**config.mk**
```make
export PLATFORM = sky130hd
export DESIGN_NAME = ddr_bw_seq
export DESIGN_NICKNAME = d
export VERILOG_FILES = /design/src/rtl/ddr_bw_pkg.sv /design/src/rtl/ddr_bw_phase_cnt.sv /design/src/rtl/ddr_bw_seq.sv
export SDC_FILE = /design/constraint.sdc
export NUM_CORES = 1
export LEC_CHECK = 0
export ABC_AREA = 1
export BUFFER_PORTS_ARGS = -buffer_cell sky130_fd_sc_hd__buf_4
export CAP_MARGIN = 20
export CORE_UTILIZATION = 60
export CTS_BUF_LIST = sky130_fd_sc_hd__clkbuf_8
export CTS_CLUSTER_SIZE = 30
export DETAILED_ROUTE_END_ITERATION = 10
export GPL_TIMING_DRIVEN = 0
export MAX_ROUTING_LAYER = met4
export PLACE_DENSITY_LB_ADDON = 0.15
export SETUP_SLACK_MARGIN = 0.3
export SKIP_CTS_REPAIR_TIMING = 1
export SLEW_MARGIN = 25
export SYNTH_ARGS = -nofsm -noshare
export SYNTH_HDL_FRONTEND = slang
export SYNTH_SLANG_ARGS = --single-unit
```
**constraint.sdc**
```tcl
create_clock -name clk -period 11 [get_ports clk]
set_clock_uncertainty 0.2 [all_clocks]
set_input_delay 0.55 -clock clk [delete_from_list [all_inputs] [get_ports clk]]
set_output_delay 0.55 -clock clk [all_outputs]
set_load 0.1 [all_outputs]
```
**src/rtl/ddr_bw_pkg.sv**
```systemverilog
// Shared definitions for the DDR bandwidth-test sequencer: FSM state codes,
// transfer mode encodings, reset constants and mode decode helpers.
package ddr_bw_pkg;

  typedef logic [2:0] state_t;

  localparam state_t S_IDLE   = 3'd0;
  localparam state_t S_LOAD   = 3'd1;
  localparam state_t S_WR_GO  = 3'd2;
  localparam state_t S_WR_RUN = 3'd3;
  localparam state_t S_RD_GO  = 3'd4;
  localparam state_t S_RD_RUN = 3'd5;
  localparam state_t S_NEXT   = 3'd6;
  localparam state_t S_ABORT  = 3'd7;

  localparam logic [1:0] MODE_WR    = 2'd0;
  localparam logic [1:0] MODE_RD    = 2'd1;
  localparam logic [1:0] MODE_WR_RD = 2'd2;

  localparam logic [31:0] ADDR_RST = 32'd0;
  localparam logic [15:0] ITER_RST = 16'd0;

  // Mode 3 is reserved and behaves like write-then-read.
  function automatic logic mode_has_wr(input logic [1:0] m);
    return (m == MODE_WR) || (m >= MODE_WR_RD);
  endfunction

  function automatic logic mode_has_rd(input logic [1:0] m);
    return (m == MODE_RD) || (m >= MODE_WR_RD);
  endfunction

endpackage

```
**src/rtl/ddr_bw_phase_cnt.sv**
```systemverilog
// Per-phase bookkeeping: counts completion events, counts cycles in the
// phase, accumulates saturating cycles across iterations and flags timeout.
module ddr_bw_phase_cnt
  import ddr_bw_pkg::*;
#(
  parameter int CNT_WIDTH  = 32,
  parameter int SETTLE_CYC = 0
) (
  input  logic                 clk,
  input  logic                 rst,
  input  logic                 acc_clr_i,
  input  logic                 ph_clr_i,
  input  logic                 run_i,
  input  logic                 evt_i,
  input  logic                 idle_i,
  input  logic [31:0]          nburst_i,
  input  logic [CNT_WIDTH-1:0] timeout_i,
  output logic                 done_o,
  output logic                 tmo_o,
  output logic [CNT_WIDTH-1:0] acc_o
);

  localparam logic [CNT_WIDTH-1:0] CNT_MAX = '1;
  localparam logic [CNT_WIDTH-1:0] CNT_ONE = {{(CNT_WIDTH-1){1'b0}}, 1'b1};

  function automatic logic [CNT_WIDTH-1:0] sat_inc(input logic [CNT_WIDTH-1:0] v);
    return (v == CNT_MAX) ? v : v + CNT_ONE;
  endfunction

  logic [31:0]          evt_q;
  logic [31:0]          evt_sum;
  logic [CNT_WIDTH-1:0] ph_q;
  logic [CNT_WIDTH-1:0] ph_nxt;
  logic [CNT_WIDTH-1:0] acc_q;
  logic                 settled;

  // The idle input is only trusted once the engine has had time to leave idle.
  if (SETTLE_CYC == 0) begin : g_nosettle
    assign settled = 1'b1;
  end else begin : g_settle
    assign settled = (ph_q >= CNT_WIDTH'(SETTLE_CYC));
  end

  // Completion includes an event arriving in the current cycle.
  always_comb begin
    evt_sum = evt_q + {31'd0, evt_i};
    ph_nxt  = sat_inc(ph_q);
    done_o  = run_i && (evt_sum == nburst_i) && settled && idle_i;
    tmo_o   = run_i && (timeout_i != '0) && (ph_nxt >= timeout_i);
  end

  // Event counter: cleared at phase launch, counts handshakes only while running.
  always_ff @(posedge clk or posedge rst) begin
    if (rst)                evt_q <= '0;
    else if (ph_clr_i)      evt_q <= '0;
    else if (run_i && evt_i) evt_q <= evt_sum;
  end

  // Phase cycle counter used for timeout and idle settling.
  always_ff @(posedge clk or posedge rst) begin
    if (rst)           ph_q <= '0;
    else if (ph_clr_i) ph_q <= '0;
    else if (run_i)    ph_q <= ph_nxt;
  end

  // Saturating accumulator of running cycles over all iterations.
  always_ff @(posedge clk or posedge rst) begin
    if (rst)            acc_q <= '0;
    else if (acc_clr_i) acc_q <= '0;
    else if (run_i)     acc_q <= sat_inc(acc_q);
  end

  assign acc_o = acc_q;

endmodule

```
**src/rtl/ddr_bw_seq.sv**
```systemverilog
// Sequencer for the DDR bandwidth-test AXI master: launches write/read
// phases, snoops completion, iterates with an address stride, measures
// per-phase cycles and aborts on timeout or request.
module ddr_bw_seq
  import ddr_bw_pkg::*;
#(
  parameter int CNT_WIDTH      = 32,
  parameter int B_BURST_LENGTH = 4,
  parameter int DATA_WIDTH     = 64
) (
  input  logic                 clk,
  input  logic                 rst,
  input  logic                 cfg_start,
  input  logic                 cfg_abort,
  input  logic [1:0]           cfg_mode,
  input  logic [31:0]          cfg_addr,
  input  logic [31:0]          cfg_nburst,
  input  logic [31:0]          cfg_stride,
  input  logic [15:0]          cfg_niter,
  input  logic [CNT_WIDTH-1:0] cfg_timeout,
  output logic                 WSTART_REG,
  output logic                 RSTART_REG,
  output logic [31:0]          WADDR_REG,
  output logic [31:0]          RADDR_REG,
  output logic [31:0]          WNBURST_REG,
  output logic [31:0]          RNBURST_REG,
  input  logic                 RIDLE_REG,
  input  logic                 bvalid,
  input  logic                 bready,
  input  logic                 rvalid,
  input  logic                 rready,
  input  logic                 rlast,
  output logic                 busy,
  output logic                 done,
  output logic                 err_timeout,
  output logic [CNT_WIDTH-1:0] wr_cycles,
  output logic [CNT_WIDTH-1:0] rd_cycles,
  output logic [15:0]          iter_cnt
);

  // A zero stride means "tile contiguously": one phase worth of bursts.
  localparam logic [31:0] BYTES_PER_BURST = 32'((1 << B_BURST_LENGTH) * (DATA_WIDTH / 8));

  state_t               state_q, state_d;
  logic [1:0]           mode_q;
  logic [31:0]          nburst_q, stride_q;
  logic [15:0]          niter_q;
  logic [CNT_WIDTH-1:0] tmo_q;
  logic [31:0]          cur_addr_q, cur_addr_d;
  logic [31:0]          addr_out_q, nb_out_q;
  logic [15:0]          iter_q;
  logic                 err_q, done_q;
  logic                 start_ok, tmo_fire;
  logic                 has_wr, has_rd, last_iter;
  logic                 wr_done, wr_tmo, rd_done, rd_tmo;
  logic [31:0]          nb_load;

  assign start_ok  = cfg_start && (state_q == S_IDLE);
  assign has_wr    = mode_has_wr(mode_q);
  assign has_rd    = mode_has_rd(mode_q);
  assign last_iter = ((iter_q + 16'd1) == niter_q);
  assign nb_load   = (state_q == S_IDLE) ? cfg_nburst : nburst_q;

  ddr_bw_phase_cnt #(.CNT_WIDTH(CNT_WIDTH), .SETTLE_CYC(0)) u_wr_cnt (
    .clk      (clk),
    .rst      (rst),
    .acc_clr_i(start_ok),
    .ph_clr_i (state_q == S_WR_GO),
    .run_i    (state_q == S_WR_RUN),
    .evt_i    (bvalid && bready),
    .idle_i   (1'b1),
    .nburst_i (nburst_q),
    .timeout_i(tmo_q),
    .done_o   (wr_done),
    .tmo_o    (wr_tmo),
    .acc_o    (wr_cycles)
  );

  ddr_bw_phase_cnt #(.CNT_WIDTH(CNT_WIDTH), .SETTLE_CYC(2)) u_rd_cnt (
    .clk      (clk),
    .rst      (rst),
    .acc_clr_i(start_ok),
    .ph_clr_i (state_q == S_RD_GO),
    .run_i    (state_q == S_RD_RUN),
    .evt_i    (rvalid && rready && rlast),
    .idle_i   (RIDLE_REG),
    .nburst_i (nburst_q),
    .timeout_i(tmo_q),
    .done_o   (rd_done),
    .tmo_o    (rd_tmo),
    .acc_o    (rd_cycles)
  );

  // Next-state logic; abort beats completion, completion beats timeout.
  always_comb begin
    state_d  = state_q;
    tmo_fire = 1'b0;
    case (state_q)
      S_IDLE:   if (start_ok) state_d = S_LOAD;
      S_LOAD: begin
        if (cfg_abort)                       state_d = S_ABORT;
        else if (has_wr && nburst_q != '0)   state_d = S_WR_GO;
        else if (has_rd && nburst_q != '0)   state_d = S_RD_GO;
        else                                 state_d = S_NEXT;
      end
      S_WR_GO:  state_d = cfg_abort ? S_ABORT : S_WR_RUN;
      S_WR_RUN: begin
        if (cfg_abort)    state_d = S_ABORT;
        else if (wr_done) state_d = has_rd ? S_RD_GO : S_NEXT;
        else if (wr_tmo) begin
          state_d  = S_ABORT;
          tmo_fire = 1'b1;
        end
      end
      S_RD_GO:  state_d = cfg_abort ? S_ABORT : S_RD_RUN;
      S_RD_RUN: begin
        if (cfg_abort)    state_d = S_ABORT;
        else if (rd_done) state_d = S_NEXT;
        else if (rd_tmo) begin
          state_d  = S_ABORT;
          tmo_fire = 1'b1;
        end
      end
      S_NEXT: begin
        if (cfg_abort)      state_d = S_ABORT;
        else if (last_iter) state_d = S_IDLE;
        else                state_d = S_LOAD;
      end
      S_ABORT:  state_d = S_IDLE;
      default:  state_d = S_IDLE;
    endcase
  end

  // Current address: seeded on start, advanced once per completed iteration.
  always_comb begin
    cur_addr_d = cur_addr_q;
    if (start_ok)                cur_addr_d = cfg_addr;
    else if (state_q == S_NEXT)  cur_addr_d = cur_addr_q + stride_q;
  end

  // Shadow copy of the configuration taken when a run is accepted.
  always_ff @(posedge clk) begin
    if (start_ok) begin
      mode_q   <= cfg_mode;
      nburst_q <= cfg_nburst;
      stride_q <= (cfg_stride == '0) ? cfg_nburst * BYTES_PER_BURST : cfg_stride;
      niter_q  <= (cfg_niter == '0) ? 16'd1 : cfg_niter;
      tmo_q    <= cfg_timeout;
    end
  end

  // State, iteration bookkeeping, engine programming and status flags.
  always_ff @(posedge clk or posedge rst) begin
    if (rst) begin
      state_q    <= S_IDLE;
      cur_addr_q <= ADDR_RST;
      addr_out_q <= ADDR_RST;
      nb_out_q   <= '0;
      iter_q     <= ITER_RST;
      err_q      <= 1'b0;
      done_q     <= 1'b0;
    end else begin
      state_q    <= state_d;
      cur_addr_q <= cur_addr_d;
      if (state_d == S_LOAD) begin
        addr_out_q <= cur_addr_d;
        nb_out_q   <= nb_load;
      end
      if (start_ok)               iter_q <= ITER_RST;
      else if (state_q == S_NEXT) iter_q <= iter_q + 16'd1;
      if (start_ok)      err_q <= 1'b0;
      else if (tmo_fire) err_q <= 1'b1;
      done_q <= (state_q != S_IDLE) && (state_d == S_IDLE);
    end
  end

  assign WSTART_REG  = (state_q == S_WR_GO);
  assign RSTART_REG  = (state_q == S_RD_GO);
  assign WADDR_REG   = addr_out_q;
  assign RADDR_REG   = addr_out_q;
  assign WNBURST_REG = nb_out_q;
  assign RNBURST_REG = nb_out_q;
  assign busy        = (state_q != S_IDLE);
  assign done        = done_q;
  assign err_timeout = err_q;
  assign iter_cnt    = iter_q;

endmodule

```
* After elaboration in Yosys (flattened, before gate mapping) *
Index checks and enable logic that the tools add are counted.

cells by class
  add/sub/neg operators = 8
  $mul = 0
  div/mod/pow operators = 0
  magnitude comparators = 4
  equal/unequal tests = 18
  shift operators = 0
  muxes and demuxes = 47
  bitwise gates (word level) = 0
  reductions and logical operators = 37

operators with widths
  kind                   count
  $mux 32                20
  $add 32x1->32 const B  4
  $eq 32x32->1 const B   4
  $add 32x1->32          2
  $eq 32x32->1           2
  $ge 32x32->1           2
  $reduce_bool 32->1     2
  $mux 3                 11
  $add 32x32->32         1
  $ge 32x2->1 const B    1
  $logic_not 32->1       1
  $mux 16                2
  $pmux 3 s8             1
  $logic_and 1x1->1      17
  $add 16x1->16 const B  1
  $eq 16x16->1           1
  $logic_not 16->1       1
  $reduce_bool 2->1      8
  $eq 3x3->1 const B     4
  $mux 1                 9
  $eq 3x1->1 const B     2
  $eq 3x2->1 const B     2
  $logic_not 3->1        2
  $mux 2                 3
  other kinds (8)        11

storage, ports and cells
  register bits = 423
  latch bits = 0
  memory bits (writable) = 0
  ROM bits = 0
  memories = 0

* Longest topological paths before layout *
  depth in word-level cells = 12
  mapped depth = 33
  mapped depth without buffers = 32

* By module *
A second synthesis with hierarchy kept.

second synthesis, totals
  cells, all modules = 3876
  area total of the unflattened synthesis = 28232.1 µm²

modules (own cells, without submodules)
  module                        times used  cells an instance  area an instance (µm²)  seq. area each (µm²)
  ddr_bw_seq                    1           1491               12518.3                 6351.1
  ddr_bw_phase_cnt at u_rd_cnt  1           1204               7903.8                  2402.3
  ddr_bw_phase_cnt at u_wr_cnt  1           1181               7810.0                  2402.3

* Least setup slack after synthesis *
No wires, ideal clock.

  path kind = reg-to-reg
  start point = register state_q[2]
  end point = register mode_q[0], enable pin
  arrival = 5.448 ns
  path slack = 4.829 ns
  cell stages (with the launch flop) = 8
  path buffers = 2
  period minus slack after synthesis = 6.171 ns
  cells stage by stage = dfrtp_1 > nor2_1 > inv_1 > nor2_1 > inv_1 > nor2_1 > clkbuf_1 > clkbuf_1

on the way
  cells in the longest elaborated chain, start to end = 2

RTL lines
  what                      line               RTL
  start: declaration        ddr_bw_seq.sv:44   state_t state_q, state_d;
  start signal: assignment  ddr_bw_seq.sv:163  state_q <= state_d;
  $logic_not 3->1           ddr_bw_seq.sv:58   assign start_ok = cfg_start && (state_q == S_IDLE);
  $logic_and 1x1->1         ddr_bw_seq.sv:58
  named net start_ok        ddr_bw_seq.sv:53   logic start_ok, tmo_fire;
  end signal: assignment    ddr_bw_seq.sv:144  mode_q <= cfg_mode;
  end: declaration          ddr_bw_seq.sv:45   logic [1:0] mode_q;

The timed path passes the listed nets, and every way through them passes these cells.
A chain may end at the register's enable or synchronous reset.

* Worst setup path after layout *
  start point = register u_wr_cnt.ph_q[0]
  end point = register nb_out_q[26], in the netlist RNBURST_REG[26]

on the way
  cells in the longest elaborated chain, start to end = 9
  elaborated cells between the ends (all ways) = 10
  classes of those cells = add/sub (1); order compare (1); eq/ne (2); mux (5); reduce/logical (1)

RTL lines
  what                                                  line                    RTL
  start: declaration                                    ddr_bw_phase_cnt.sv:32  logic [CNT_WIDTH-1:0] ph_q;
  start signal: assignment                              ddr_bw_phase_cnt.sv:63  else if (run_i) ph_q <= ph_nxt;
  $add 32x1->32 / $eq 32x32->1 (equally long branches)  ddr_bw_phase_cnt.sv:27  return (v == CNT_MAX) ? v : v + CNT_ONE;
  $mux 32 (*)                                           ddr_bw_phase_cnt.sv:27
  $ge 32x32->1 (*)                                      ddr_bw_phase_cnt.sv:49  tmo_o = run_i && (timeout_i != '0) && (ph_nxt >= timeout_i);
  $logic_and 1x1->1 (*)                                 ddr_bw_phase_cnt.sv:49
  $mux 3 (*)                                            ddr_bw_seq.sv:110       else if (wr_tmo) begin
  $mux 3 (*)                                            ddr_bw_seq.sv:109       else if (wr_done) state_d = has_rd ? S_RD_GO : S_NEXT;
  $mux 3 (*)                                            ddr_bw_seq.sv:108       if (cfg_abort) state_d = S_ABORT;
  $pmux 3 s8 (*)                                        ddr_bw_seq.sv:98        case (state_q)
  named net state_d[2]                                  ddr_bw_seq.sv:44
  $eq 3x1->1 (*)                                        ddr_bw_seq.sv:165       if (state_d == S_LOAD) begin
  end signal: assignment                                ddr_bw_seq.sv:167       nb_out_q <= nb_load;
  end: declaration                                      ddr_bw_seq.sv:50        logic [31:0] addr_out_q, nb_out_q;

The timed path passes the listed nets; every way through them passes the cells marked *.

==> impl_metrics.ini <==
[timing]
whs_ns = 0.00202
relSlewSlack_pct = 38.9
tns_ns = 0
max_freq_mhz = 171
setup_viol = 0
hold_violations = 0
fin_crit_ns = 5.85
rsz0062_at_grt = no
tightest_slew_ns = 0.912
slew_violations = 0
finalCritPeriodShare_pct = 53.2

[worst_setup_path]
critPathKind = register to register
r2r_end = RNBURST_REG[26]
slowest_stage = dfrtp_1
r2r_slack_ns = 5.15
reg2reg_from = u_wr_cnt.ph_q[0]
reg2reg_depth = 31
path_common_cell = nand2_1
max_stage_delay_ns = 0.41
end_kind = register
crit_path_start = u_wr_cnt.ph_q[0]
required_ns = 11.42
path_max_fanout = 10
worstSetupStartpointType = register
cp_data_arrival_time_ns = 6.27

[floorplan]
num_rows = 76
pin_count = 369
die_area_um2 = 44800
die_height_um = 212
die_w_um = 212
core_um2 = 43200
initial_core_util_pct = 61.1

[global_routing]
grtUsageTotal_pct = 40.9
first_global_vias = 25300
grt_antenna_before_repair = 2
grt_remaining_overflow = 0
grt_pass1_wl_mm = 136
grt_max_degree = 100

[drt]
first_iter_violations = 3107
dr.pass1.iters = 7
drc = 0
ant_nets = 0
vias = 27500
wl_per_cell_um = 20.1
avgViaCountPerCell = 5.84
drt-total-wl_mm = 94.6

[yosys]
ys_types = 52
synth_area_per_cell_um2 = 7.52
syn_nets = 3767
synth-warning-count = 0
ys_seq_area_share_pct = 42.3
syn_inst = 3505
synth_seq_cells = 423
yosysTopAreaCell = dfrtp_1
synth_top_area_share_pct = 29.3
synth_area_um2 = 26400
yosys-top-cells-area = dfrtp_1, nand2_1, edfxtp_1, inv_1, nand3_1

[hold_path]
min_to = stride_q[8]
holdCritPathClass = primary input to register
hp-start = cfg_stride[8]
min_path_cells = 3

[placed_design]
dp_hpwl_mm = 68.5
place_congestion = 1.01
numPortBuffers = 368

[clock_tree]
clk_pin_slew_worst_paths_ns = 0.07
clock_sinks = 423
cts_buffers = 72
htreeDepth = 3
clock-root-buffer = clkbuf_8
cts_buffer_depth = 3
worstSkewPairLatency_ns = 0.68
cts_tree = yes

[layout]
final_layout_size_suffix_gt1_share_pct = 14.5
fin_nets = 4333
area_delta_synth_final_pct = 23.9
final_cell_mix = nand2_1, inv_1, buf_4
mostFrequentLayoutCell = nand2_1
final_util_pct = 75.7

[run_status]
status = finished, final reports clean

[job]
max_cap_viol_count = 0

[power]
power.density_nw_per_um2 = 273
finalPower_w = 0.00891
power.leakage_nw = 15.5
ir_worst_vdd_v = 0.000437
==> kinds of logic after synthesis <==
family / share of synthesized area, %
and+or+nand+nor: 28.1
DFF: 42.3
AOI/OAI and AO/OA: 10.8
buffers and inverters: 10.1
adders and majority gates: 5.06
xor gates and xnor gates: 3.61
==> layout make-up <==
| class | instances | area (um2) |
|---|---|---|
| repair buffers | 492 | 4080 |
| well taps | 585 | 732 |
| clock buffers | 83 | 1140 |
| diodes | 1 | 2.50 |
| multi-input cells | 2452 | 12600 |
| inverters | 463 | 1750 |
| fillers | 3310 | 10500 |
| plain buffers | 167 | 938 |
| flip-flops and latches | 423 | 11200 |
| clock inverters | 47 | 305 |
==> metrics by stage <==
| stage | std cells | area [um2] | setup slack [ns] |
|---|---|---|---|
| 3_3_place_gp | 4458 | 29900 | -2.18 |
| 5_1_grt | 4713 | 32700 | 4.80 |
| 3_5_place_dp | 4463 | 30000 | 5.37 |
| 2_1_floorplan | 3505 | 26400 | 1.71 |
| 6_report | 4713 | 32700 | 5.15 |
| 4_1_cts | 4593 | 31500 | 5.33 |
==> worst max-delay path by stage <==
stage | to | slack, ns
global route | RNBURST_REG[26] | 4.80
floorplan | RADDR_REG[0] | 1.71
detailed placement | RADDR_REG[1] | 5.37
CTS | RADDR_REG[1] | 5.33
finish | RNBURST_REG[26] | 5.15
global placement | u_rd_cnt.evt_q[25] | -2.18
==> where the power goes <==
group | switching [W] | internal [W] | leakage, nW | total, W
clock | 0.000719 | 0.000784 | 0.825 | 0.00150
sequential | 0.000330 | 0.00196 | 5.15 | 0.00229
combinational | 0.00388 | 0.00124 | 9.53 | 0.00511
==> routing by layer <==
layer	track usage [%]	up-vias	part of all wire [%]
li1	-	12700	-
met1	50.2	12700	38
met2	63.6	1792	46
met3	8.87	403	9.8
met4	20.9	0	6.1
met5	-	-	0
==> synth_stat cells (all sizes together) <==
cell       n
a2111oi    1
a211o      1
a211oi     3
a21boi     5
a21o       2
a21oi    122
a221oi     3
a22o       8
a31oi     16
a41o       1
and2       5
and3       4
buf       93
clkbuf    74
clkinv     3
dfrtp    309
edfxtp   114
fa         1
ha       105
inv      460
nand2    935
nand3    268
nand3b     8
nand4     73
nor2     301
nor3      82
nor3b      5
nor4      40
nor4b      2
o211ai     6
o21a       7
o21ai    241
o21bai     8
o221a      3
o221ai     1
o22ai     79
o311ai     3
o31ai      3
or2        5
or3        1
xnor2     13
xnor3      3
xor2      88
==> critical path: cells and delay by family (launching register included) <==
kind,cells,cell delay (ns)
and+or+nand+nor,23,3.42
buffers and inverters,5,0.91
AOI/OAI and AO/OA,2,0.51
DFF,1,0.41
adders and majority gates,1,0.30
Note: power is estimated with default switching activity, not from simulation.
